`config.mk`:
```
export PLATFORM = sky130hd
export DESIGN_NAME = lsu_bus_controller
export DESIGN_NICKNAME = d
export VERILOG_FILES = /design/src/rtl/store_memory_encoder_pkg.sv /design/src/rtl/lsu_bus_controller_pkg.sv /design/src/rtl/load_memory_decoder.sv /design/src/rtl/store_memory_encoder.sv /design/src/rtl/lsu_bus_controller.sv
export SDC_FILE = /design/constraint.sdc
export NUM_CORES = 1
export LEC_CHECK = 0
export BUFFER_PORTS_ARGS = -buffer_cell sky130_fd_sc_hd__buf_2
export CORE_ASPECT_RATIO = 1.25
export CORE_MARGIN = 2
export CORE_UTILIZATION = 45
export CTS_CLUSTER_DIAMETER = 100
export DETAILED_ROUTE_END_ITERATION = 7
export HOLD_SLACK_MARGIN = 0.05
export MAX_ROUTING_LAYER = met4
export PLACE_DENSITY = 0.79
export SETUP_SLACK_MARGIN = 0.1
export SYNTH_ARGS = -nofsm -noshare
export SYNTH_HDL_FRONTEND = slang
export SYNTH_SLANG_ARGS = --single-unit
export TNS_END_PERCENT = 30
```
`constraint.sdc`:
```
create_clock -name clk -period 6.1 [get_ports clk]
set_input_delay 0.305 -clock clk [delete_from_list [all_inputs] [get_ports clk]]
set_output_delay 0.305 -clock clk [all_outputs]
set_load 0.01 [all_outputs]
```
`src/rtl/store_memory_encoder_pkg.sv`:
```
// Store width encodings shared by the store lane encoder and the LSU.
package store_memory_encoder_pkg;

  typedef enum logic [1:0] {
    STORE_B = 2'd0,
    STORE_H = 2'd1,
    STORE_W = 2'd2
  } store_type_e;

endpackage

```
`src/rtl/lsu_bus_controller_pkg.sv`:
```
// Load type encodings, controller state and alignment helpers for the LSU.
package lsu_bus_controller_pkg;
  import store_memory_encoder_pkg::*;

  typedef enum logic [2:0] {
    LB  = 3'd0,
    LH  = 3'd1,
    LW  = 3'd2,
    LBU = 3'd3,
    LHU = 3'd4
  } load_type_e;

  typedef enum logic [1:0] {
    ST_IDLE,
    ST_BUS,
    ST_RESP
  } lsu_state_e;

  function automatic logic is_misaligned(input logic [1:0] width, input logic [1:0] offset);
    case (width)
      STORE_H: return (offset == 2'd3);
      STORE_W: return (offset != 2'd0);
      default: return 1'b0;
    endcase
  endfunction

  // Loads reuse the store lane pattern, so map each load type onto a store width.
  function automatic logic [1:0] load_width(input logic [2:0] ld_type);
    case (ld_type)
      LB, LBU: return STORE_B;
      LH, LHU: return STORE_H;
      default: return STORE_W;
    endcase
  endfunction

  function automatic logic [31:0] sel_to_mask(input logic [3:0] sel);
    return {{8{sel[3]}}, {8{sel[2]}}, {8{sel[1]}}, {8{sel[0]}}};
  endfunction

endpackage

```
`src/rtl/load_memory_decoder.sv`:
```
// Extracts the addressed byte/half/word from a bus read word and extends it.
module load_memory_decoder
  import lsu_bus_controller_pkg::*;
(
  input  logic [2:0]  type_i,
  input  logic [1:0]  offset_i,
  input  logic [31:0] dat_i,
  output logic [31:0] data_o
);

  logic [31:0] shifted;

  always_comb begin
    shifted = dat_i >> {offset_i, 3'b000};
    case (type_i)
      LB:      data_o = {{24{shifted[7]}}, shifted[7:0]};
      LBU:     data_o = {24'h000000, shifted[7:0]};
      LH:      data_o = {{16{shifted[15]}}, shifted[15:0]};
      LHU:     data_o = {16'h0000, shifted[15:0]};
      LW:      data_o = dat_i;
      default: data_o = '0;
    endcase
  end

endmodule

```
`src/rtl/store_memory_encoder.sv`:
```
// Shifts right-justified store data into its byte lanes and derives the lane
// enables; data_o lanes outside sel_o carry leftover bits and must be masked.
module store_memory_encoder
  import store_memory_encoder_pkg::*;
(
  input  logic [1:0]  store_type_i,
  input  logic [1:0]  offset_i,
  input  logic [31:0] data_i,
  output logic [31:0] data_o,
  output logic [3:0]  sel_o,
  output logic        misaligned_exception
);

  logic [3:0] mask;

  always_comb begin
    mask                 = 4'b0000;
    misaligned_exception = 1'b0;
    case (store_type_i)
      STORE_B: mask = 4'b0001;
      STORE_H: begin
        mask                 = 4'b0011;
        misaligned_exception = (offset_i == 2'd3);
      end
      STORE_W: begin
        mask                 = 4'b1111;
        misaligned_exception = (offset_i != 2'd0);
      end
      default: mask = 4'b0000;
    endcase
    sel_o  = mask << offset_i;
    data_o = data_i << {offset_i, 3'b000};
  end

endmodule

```
`src/rtl/lsu_bus_controller.sv`:
```
// Single-outstanding load/store sequencer onto a Wishbone-classic data bus.
// Define LSU_BUS_TIMEOUT_EN to bound the wait for ack/err by TIMEOUT_CYCLES.
module lsu_bus_controller
  import store_memory_encoder_pkg::*;
  import lsu_bus_controller_pkg::*;
#(
  parameter int unsigned TIMEOUT_CYCLES = 255
) (
  input  logic        clk,
  input  logic        reset,
  input  logic        req_valid,
  output logic        req_ready,
  input  logic        req_write,
  input  logic [2:0]  req_type,
  input  logic [31:0] req_addr,
  input  logic [31:0] req_wdata,
  output logic        resp_valid,
  output logic [31:0] resp_rdata,
  output logic        resp_misaligned,
  output logic        resp_fault,
  output logic        wb_cyc_o,
  output logic        wb_stb_o,
  output logic        wb_we_o,
  output logic [31:0] wb_adr_o,
  output logic [31:0] wb_dat_o,
  output logic [3:0]  wb_sel_o,
  input  logic [31:0] wb_dat_i,
  input  logic        wb_ack_i,
  input  logic        wb_err_i
);

  lsu_state_e  state_q;
  logic        req_ready_q;
  logic        resp_valid_q, resp_misaligned_q, resp_fault_q;
  logic [31:0] resp_rdata_q;
  logic        wb_cyc_q, wb_stb_q, wb_we_q;
  logic [31:0] wb_adr_q, wb_dat_q;
  logic [3:0]  wb_sel_q;
  logic        write_q;
  logic [2:0]  type_q;
  logic [1:0]  offset_q;

  logic [1:0]  enc_width;
  logic [31:0] enc_data;
  logic [3:0]  enc_sel;
  logic        enc_misaligned;
  logic        req_misaligned;
  logic        req_type_bad;
  logic [31:0] dec_data;
  logic        tmo_hit;

  assign enc_width      = req_write ? req_type[1:0] : load_width(req_type);
  assign req_misaligned = req_write ? enc_misaligned : is_misaligned(enc_width, req_addr[1:0]);
  assign req_type_bad   = req_write ? (req_type[1:0] == 2'b11) : (req_type > LHU);

  store_memory_encoder u_store_enc (
    .store_type_i         (enc_width),
    .offset_i             (req_addr[1:0]),
    .data_i               (req_wdata),
    .data_o               (enc_data),
    .sel_o                (enc_sel),
    .misaligned_exception (enc_misaligned)
  );

  load_memory_decoder u_load_dec (
    .type_i   (type_q),
    .offset_i (offset_q),
    .dat_i    (wb_dat_i),
    .data_o   (dec_data)
  );

`ifdef LSU_BUS_TIMEOUT_EN
  localparam int unsigned CW_RAW = $clog2(TIMEOUT_CYCLES + 1);
  localparam int unsigned CW     = (CW_RAW < 8) ? 8 : ((CW_RAW > 16) ? 16 : CW_RAW);
  logic [CW-1:0] tmo_cnt_q;
  logic [CW-1:0] tmo_cnt_inc;
  assign tmo_cnt_inc = tmo_cnt_q + CW'(1);
  assign tmo_hit     = (tmo_cnt_inc == CW'(TIMEOUT_CYCLES));
`else
  assign tmo_hit = 1'b0;
`endif

  always_ff @(posedge clk or posedge reset) begin
    if (reset) begin
      state_q           <= ST_IDLE;
      req_ready_q       <= 1'b1;
      resp_valid_q      <= 1'b0;
      resp_misaligned_q <= 1'b0;
      resp_fault_q      <= 1'b0;
      resp_rdata_q      <= '0;
      wb_cyc_q          <= 1'b0;
      wb_stb_q          <= 1'b0;
      wb_we_q           <= 1'b0;
      wb_adr_q          <= '0;
      wb_dat_q          <= '0;
      wb_sel_q          <= '0;
      write_q           <= 1'b0;
      type_q            <= '0;
      offset_q          <= '0;
`ifdef LSU_BUS_TIMEOUT_EN
      tmo_cnt_q         <= '0;
`endif
    end else begin
      resp_valid_q      <= 1'b0;
      resp_misaligned_q <= 1'b0;
      resp_fault_q      <= 1'b0;
      case (state_q)
        ST_IDLE: begin
          if (req_valid) begin
            write_q     <= req_write;
            type_q      <= req_type;
            offset_q    <= req_addr[1:0];
            req_ready_q <= 1'b0;
            if (req_type_bad) begin
              state_q      <= ST_RESP;
              resp_valid_q <= 1'b1;
              resp_fault_q <= 1'b1;
            end else if (req_misaligned) begin
              state_q           <= ST_RESP;
              resp_valid_q      <= 1'b1;
              resp_misaligned_q <= 1'b1;
            end else begin
              state_q  <= ST_BUS;
              wb_cyc_q <= 1'b1;
              wb_stb_q <= 1'b1;
              wb_we_q  <= req_write;
              wb_adr_q <= {req_addr[31:2], 2'b00};
              wb_sel_q <= enc_sel;
              wb_dat_q <= req_write ? (enc_data & sel_to_mask(enc_sel)) : '0;
`ifdef LSU_BUS_TIMEOUT_EN
              tmo_cnt_q <= '0;
`endif
            end
          end
        end
        ST_BUS: begin
          // err outranks ack; a timeout only counts when neither arrived.
          if (wb_err_i || wb_ack_i || tmo_hit) begin
            state_q      <= ST_RESP;
            resp_valid_q <= 1'b1;
            resp_fault_q <= wb_err_i || !wb_ack_i;
            resp_rdata_q <= (wb_ack_i && !wb_err_i && !write_q) ? dec_data : '0;
            wb_cyc_q     <= 1'b0;
            wb_stb_q     <= 1'b0;
            wb_we_q      <= 1'b0;
            wb_adr_q     <= '0;
            wb_dat_q     <= '0;
            wb_sel_q     <= '0;
          end
`ifdef LSU_BUS_TIMEOUT_EN
          tmo_cnt_q <= tmo_cnt_inc;
`endif
        end
        ST_RESP: begin
          state_q      <= ST_IDLE;
          req_ready_q  <= 1'b1;
          resp_rdata_q <= '0;
        end
        default: begin
          state_q     <= ST_IDLE;
          req_ready_q <= 1'b1;
        end
      endcase
    end
  end

  assign req_ready       = req_ready_q;
  assign resp_valid      = resp_valid_q;
  assign resp_rdata      = resp_rdata_q;
  assign resp_misaligned = resp_misaligned_q;
  assign resp_fault      = resp_fault_q;
  assign wb_cyc_o        = wb_cyc_q;
  assign wb_stb_o        = wb_stb_q;
  assign wb_we_o         = wb_we_q;
  assign wb_adr_o        = wb_adr_q;
  assign wb_dat_o        = wb_dat_q;
  assign wb_sel_o        = wb_sel_q;

endmodule

```
==> results.yml, run 1 <==
timing:
  fmax_mhz: 292.5
  fin_crit_sh: 0.5604
  rsz0062_at_grt: "no"
  period_needed_ps: 3419
  tightest_slew_ps: 1268
  hold_viol: 0
  setup_viol: 0
  drv_slew: 0
  fin_worst_skew_ps: 10.76
  max_slew_margin: 0.1545
  fin_setup_tns_ps: 0
layout:
  final_core_util: 0.5741
  syn_to_final_growth_pct: 24.61
  diodes: 0
  instances_no_fill: 906
  design_area_um2: 6949
  fillerInstances: 1093
  nets: 845
  drive_above_1_share: 0.3369
global_routing:
  grt_pass1_vias: 4920
  antenna_found_initial: 0
  grt_max_degree: 81
  grt.total_usage: 0.2528
  grt_pass1_wl_mm: 25.98
  grt-ovfl-total: 0
floorplanning:
  die_h_um: 128.5
  die_x_um: 103.6
  placementRows: 45
  die_area_um2: 13300
  start_util: 0.4607
  core-area_um2: 12110
  io_pins: 212
routing:
  vias_per_cell: 5.615
  dr_total_vias: 5087
  wl_per_cell_um: 17.68
  dr.first_iter.drc_count: 329
  ant_nets: 0
  dr.pass1.iters: 7
  wl_mm: 16.02
  drc: 0
yosys:
  ys_ff_latch: 112
  ys_types: 47
  synth_cells: 560
  ys_warn_count: 0
  avgSynthCellArea_um2: 9.958
  yosysSeqAreaShare: 0.5028
  yosys_most_used_dff: "dfrtp_1"
  synth_area_leaders: "dfrtp_1, o21ai_0, a221o_1, mux2i_1, nand3_1"
  synth_top_cell_area_share: 0.4981
  ys_async_sr_fraction: 1.000
  netlist_area_um2: 5577
  synth-edff-count: 0
  synth_top_area_cell: "dfrtp_1"
critical_path:
  cp-start-kind: "primary input"
  crit_path_end_kind: "flip-flop"
  crit_fanout: 75
  worstSetupPathType: "in -> reg"
  rr_startpoint: "state_q[1]"
  crit_arrival_ps: 3700
  r2r_setup_slack_ps: 2990
  r2r_cells: 5
  r2r_end: "wb_dat_o[4]"
  crit_required_ps: 6380
placed_design:
  dp_cells: 889
  routabilityCongestion: 0.9376
  dpl_cell_area_um2: 6653
  port_buffers: 209
  dp_hpwl_mm: 11.83
hold_path:
  hold_path_class: "in -> reg"
  hold-path-endpoint: "state_q[0]"
  hp-start: "wb_ack_i"
  hold_path_depth: 2
job:
  drv_cap: 0
clock_tree:
  clock_sinks: 112
  clock_latency_ps: 350
  clockBufferDepth: 2
  cts_root_buf: "clkbuf_16"
  path_clk_slew_ps: 80
  cts_tree: "built"
  cts_inserted_buffers: 9
  htreeDepth: 3
power:
  irDropWorstVdd_mv: 0.2033
  pwr_density_cell_nw_per_um2: 361.8
  power.total_mw: 2.515
  leakage_nw: 3.680
run_status:
  status: "finished, final reports clean"
## placed cells by master (no fill, tap or decap), drive strengths merged, types with 8 or more instances in the layout
cell / count
a22o: 18
buf: 212
nand2: 48
inv: 45
mux2i: 27
a21oi: 19
nor2b: 20
a221o: 31
a22oi: 8
a32o: 8
o21ai: 72
nor2: 11
nand3: 37
clkbuf: 10
o2bb2ai: 8
a211oi: 15
dfrtp: 111
## registers in the layout, indices dropped and copies added (netlist names)
name / count
wb_dat_o: 32
offset_q: 2
write_q: 1
resp_misaligned: 1
wb_sel_o: 4
wb_we_o: 1
req_ready: 1
resp_rdata: 32
wb_stb_o: 1
resp_fault: 1
type_q: 3
wb_adr_o: 30
state_q: 2
resp_valid: 1
## cell usage after synthesis (8+ instances only)
| cell | instances |
|---|---|
| o21ai_0 | 71 |
| a22o_1 | 18 |
| dfrtp_1 | 111 |
| nand3_1 | 37 |
| nor2b_1 | 20 |
| a32o_1 | 8 |
| nand2_1 | 48 |
| a211oi_1 | 15 |
| a21oi_1 | 19 |
| o2bb2ai_2 | 8 |
| a221o_1 | 31 |
| nor2_1 | 10 |
| mux2i_1 | 27 |
| a22oi_1 | 8 |
| clkbuf_1 | 33 |
| inv_1 | 41 |
## how the worst max path moves through the flow
stage | from | depth (start not counted) | slack, ps | to
2_1_floorplan | reset | 1 | 2840 | offset_q[0]
6_report | req_write | 11 | 2680 | wb_dat_o[4]
3_3_place_gp | req_write | 11 | 2510 | wb_dat_o[7]
3_5_place_dp | req_write | 11 | 2340 | wb_dat_o[4]
4_1_cts | req_write | 11 | 2690 | wb_dat_o[4]
5_1_grt | req_write | 11 | 2390 | wb_dat_o[3]
## timing repair
action | CTS | global route
setup buffers | 0 | 0
hold buffers | 1 | 0
endpoints found under the hold margin | 32 | 0
resized for setup | 0 | 0
## cell families (layout without fill, tap and decap cells)
kind of cell / Yosys count / count (layout) / share of synthesized area
buf+inv: 89 / 270 / 0.06574
compound gates: 194 / 194 / 0.2538
fa+ha+maj: 3 / 3 / 0.006732
other cells: 1 / 2 / 0.0006725
mux: 29 / 29 / 0.05250
flops: 112 / 112 / 0.5028
simple gates: 132 / 132 / 0.1178
## power breakdown
group / total (mW) / switching (mW) / internal [mW] / leakage, nW
clock network: 0.572 / 0.278 / 0.294 / 0.140
logic: 0.860 / 0.502 / 0.358 / 2.04
registers: 1.08 / 0.160 / 0.922 / 1.50
## layout make-up
class / instances / area [um2] / area share
Clock buffer: 10 / 239.0 / 0.03439
Clock inverter: 6 / 47.55 / 0.006842
Inverter: 41 / 156.4 / 0.02251
Multi-Input combinational cell: 360 / 2419 / 0.3480
Sequential cell: 112 / 2804 / 0.4035
Tap cell: 164 / 205.2 / 0.02953
Timing Repair Buffer: 213 / 1079 / 0.1552
## critical path: stages
cell and delay, ps:
buf_2 120, inv_1 150, nand2_1 80, mux2_2 300, inv_1 70, ha_1 140, a21o_1 110, a22o_1 170
a211o_2 840, and2_1 1100, a22o_1 290
## layer usage
metal | track usage | up-vias | part of all wire
met5 | - | - | 0
met4 | 0.1033 | 0 | 0.025
met3 | 0.04407 | 25 | 0.068
met2 | 0.4145 | 228 | 0.50
met1 | 0.3136 | 2456 | 0.41
li1 | - | 2378 | -
## metrics by stage
stage          hold WS [ps]  setup slack, ps
6_report              183.2             2681
5_1_grt               185.1             2385
4_1_cts               174.2             2694
3_5_place_dp          347.2             2339
3_3_place_gp          338.7             2508
2_1_floorplan         389.0             2838
Power figures use the tool's default switching activity.
==> run 2, diff against run 1 <==
--- a/config.mk
+++ b/config.mk
@@ -5,6 +5,7 @@
 export SDC_FILE = /design/constraint.sdc
 export NUM_CORES = 1
 export LEC_CHECK = 0
+export ABC_AREA = 1
 export BUFFER_PORTS_ARGS = -buffer_cell sky130_fd_sc_hd__buf_2
 export CORE_ASPECT_RATIO = 1.25
 export CORE_MARGIN = 2
@@ -13,7 +14,7 @@
 export DETAILED_ROUTE_END_ITERATION = 7
 export HOLD_SLACK_MARGIN = 0.05
 export MAX_ROUTING_LAYER = met4
-export PLACE_DENSITY = 0.79
+export PLACE_DENSITY = 0.8
 export SETUP_SLACK_MARGIN = 0.1
 export SYNTH_ARGS = -nofsm -noshare
 export SYNTH_HDL_FRONTEND = slang
==> constraint.sdc (replaced) <==
create_clock -name clk -period 2.75 [get_ports clk]
set_input_delay 0.1375 -clock clk [delete_from_list [all_inputs] [get_ports clk]]
set_output_delay 0.1375 -clock clk [all_outputs]
set_load 0.01 [all_outputs]
==> results.yml, run 2 <==
critical_path:
  cpPeakStageDelay_ps: 540
  path_cells: "buf_2 -> inv_1 -> nand2_1 -> o21ai_0 -> inv_1 -> ha_1 -> inv_1 -> nand2_1 -> nor2_1 -> inv_1 -> nand2_1 -> nor2_4 -> buf_12 -> nand2_1 -> o31ai_1 -> dlygate4sd3_1"
  crit_arrival_ps: 2540
  cp-start-kind: "primary input"
  crit_fanout: 70
  worstSetupPathType: "in -> reg"
  cp_slowest_cell: "dlygate4sd3_1"
  crit_path_end_kind: "flip-flop"
  crit_required_ps: 2990
floorplanning:
  io_pins: 212
  start_util: 0.4577
  die_area_um2: 14960
  die_x_um: 109.8
  core-area_um2: 13750
  die_h_um: 136.2
  placementRows: 48
yosys:
  synth.most_common_cell: "nand2_1"
  ys_async_sr_fraction: 1.000
  synth_top_cell_area_share: 0.4413
  synth_area_leaders: "dfrtp_1, nand2_1, nand3_1, nand4_1, buf_2"
  synth_cells: 896
  synth_top_area_cell: "dfrtp_1"
  ys_ff_latch: 112
  ys_warn_count: 0
  ys_types: 36
  avgSynthCellArea_um2: 7.025
  synth_top_cells_by_count: "nand2_1, dfrtp_1, nand3_1, inv_1, buf_2"
  yosys_most_used_dff: "dfrtp_1"
  netlist_area_um2: 6295
  yosysSeqAreaShare: 0.4454
  synth-edff-count: 0
routing:
  wl_mm: 18.69
  dr.first_iter.drc_count: 512
  dr.pass1.iters: 5
  wl_per_cell_um: 14.54
  ant_nets: 0
  vias_per_cell: 5.117
  drc: 0
  dr_total_vias: 6575
timing:
  max_slew_margin: 0.5727
  setup_viol: 0
  tightest_slew_ps: 636.8
  fin_crit_sh: 0.8395
  fin_worst_skew_ps: 10.15
  fmax_mhz: 433.2
  fin_ws_ps: 441.4
  period_needed_ps: 2309
  hold_viol: 0
  rsz0062_at_grt: "no"
  fin_setup_tns_ps: 0
  drv_slew: 0
run_status:
  status: "finished, final reports clean"
power:
  irDropWorstVdd_mv: 0.3871
  pwr_density_cell_nw_per_um2: 772.1
  leakage_nw: 4.830
clock_tree:
  htreeDepth: 3
  clockBufferDepth: 2
  clock_sinks: 112
  path_clk_slew_ps: 80
  cts_tree: "built"
  clock_latency_ps: 360
  post_cts_buffers: 0
  cts_root_buf: "clkbuf_16"
  cts_inserted_buffers: 9
global_routing:
  grt_pass1_vias: 6092
  grt_max_degree: 113
  grt.total_usage: 0.2585
  grt_pass1_wl_mm: 29.46
  grt-ovfl-total: 0
  antenna_found_initial: 1
placed_design:
  routabilityCongestion: 0.9086
  dp_hpwl_mm: 12.51
  port_buffers: 209
  post-place-ws_ps: 500.6
job:
  drv_cap: 0
layout:
  most-common-layout-cells: "nand2_1, buf_2, dfrtp_1"
  syn_to_final_growth_pct: 27.33
  mostFrequentLayoutCell: "nand2_1"
  nets: 1212
  fillerInstances: 1288
  drive_above_1_share: 0.2435
hold_path:
  hold_path_class: "in -> reg"
[run 2: cell types whose count changed in the layout (fill, tap and decap cells not counted), sizes merged, moves of 14 or more]
cell         delta
a221o          -31
nor2           +27
a22o           -18
nand2         +416
nor2b          -20
nand3          +54
dlygate4sd3    +32
o211ai         +14
nand4          +33
a211oi         -15
mux2i          -27
o21ai          -57
[run 2: what timing repair did]
| action | in CTS | in global routing |
|---|---|---|
| resized for setup | 0 | 0 |
| endpoints found under the hold margin | 142 | 0 |
| hold buffers | 33 | 0 |
[run 2: stage by stage]
step                      hold WS, ps  total power [mW]  instances  instance area (um2)    util
after floorplan                 232.2             4.048        897                 6302       -
after global placement          362.4             4.801       1235                 7382  0.5368
after detailed placement        363.4             4.847       1235                 7382  0.5368
after CTS                       76.88             6.206       1284                 8013  0.5826
after global routing            100.3             6.642       1285                 8015  0.5828
final                           79.60             6.188       1285                 8015  0.5828
[run 2: layout make-up]
class	count	area, um2	share of cell area
Antenna cell	1	2.502	0.0003122
Clock buffer	9	225.2	0.02810
Clock inverter	7	75.07	0.009366
Inverter	46	176.4	0.02201
Multi-Input combinational cell	681	2997	0.3739
Sequential cell	112	2804	0.3498
Tap cell	175	219.0	0.02732
Timing Repair Buffer	254	1516	0.1892
[run 2: layer usage]
metal  global-route usage  share of wire
met1               0.3302           0.40
met2               0.4039           0.49
met3              0.04219          0.072
met4               0.1118          0.038
met5                    -              0
[run 2: cells by family (layout without fill, tap and decap cells)]
group	count (synthesis)	in the layout	share of synthesized area
other cells	1	3	0.0005957
flops	112	112	0.4454
buf+inv	104	316	0.07990
fa+ha+maj	3	3	0.005964
simple gates	631	631	0.4230
compound gates	45	45	0.04512
[run 2: path summary, 6_finish.rpt]
kind,from,to,slack [ps],cells past startpoint
worst max-delay path,req_write,state_q[0],440,16
worst min-delay path,wb_err_i,resp_fault,80,3
worst max register to register,state_q[1],state_q[0],590,7
worst min register to register,wb_sel_o[3],wb_sel_o[3],470,2
max in group asynchronous,reset,wb_dat_o[14],1820,4
min in group asynchronous,reset,resp_rdata[25],510,4
[run 2: worst max-delay path: cells and delay by family]
| kind | cells | cell delay, ps |
|---|---|---|
| buffers and inverters | 7 | 1270 |
| and+or+nand+nor | 6 | 540 |
| adders and majority gates | 1 | 300 |
| AOI/OAI and AO/OA | 2 | 290 |
[run 2: report_power, final]
group / internal, mW / switching, mW / leakage [nW]
Combinational: 0.922 / 1.63 / 3.19
Clock: 0.644 / 0.662 / 0.148
Sequential: 2.06 / 0.268 / 1.50
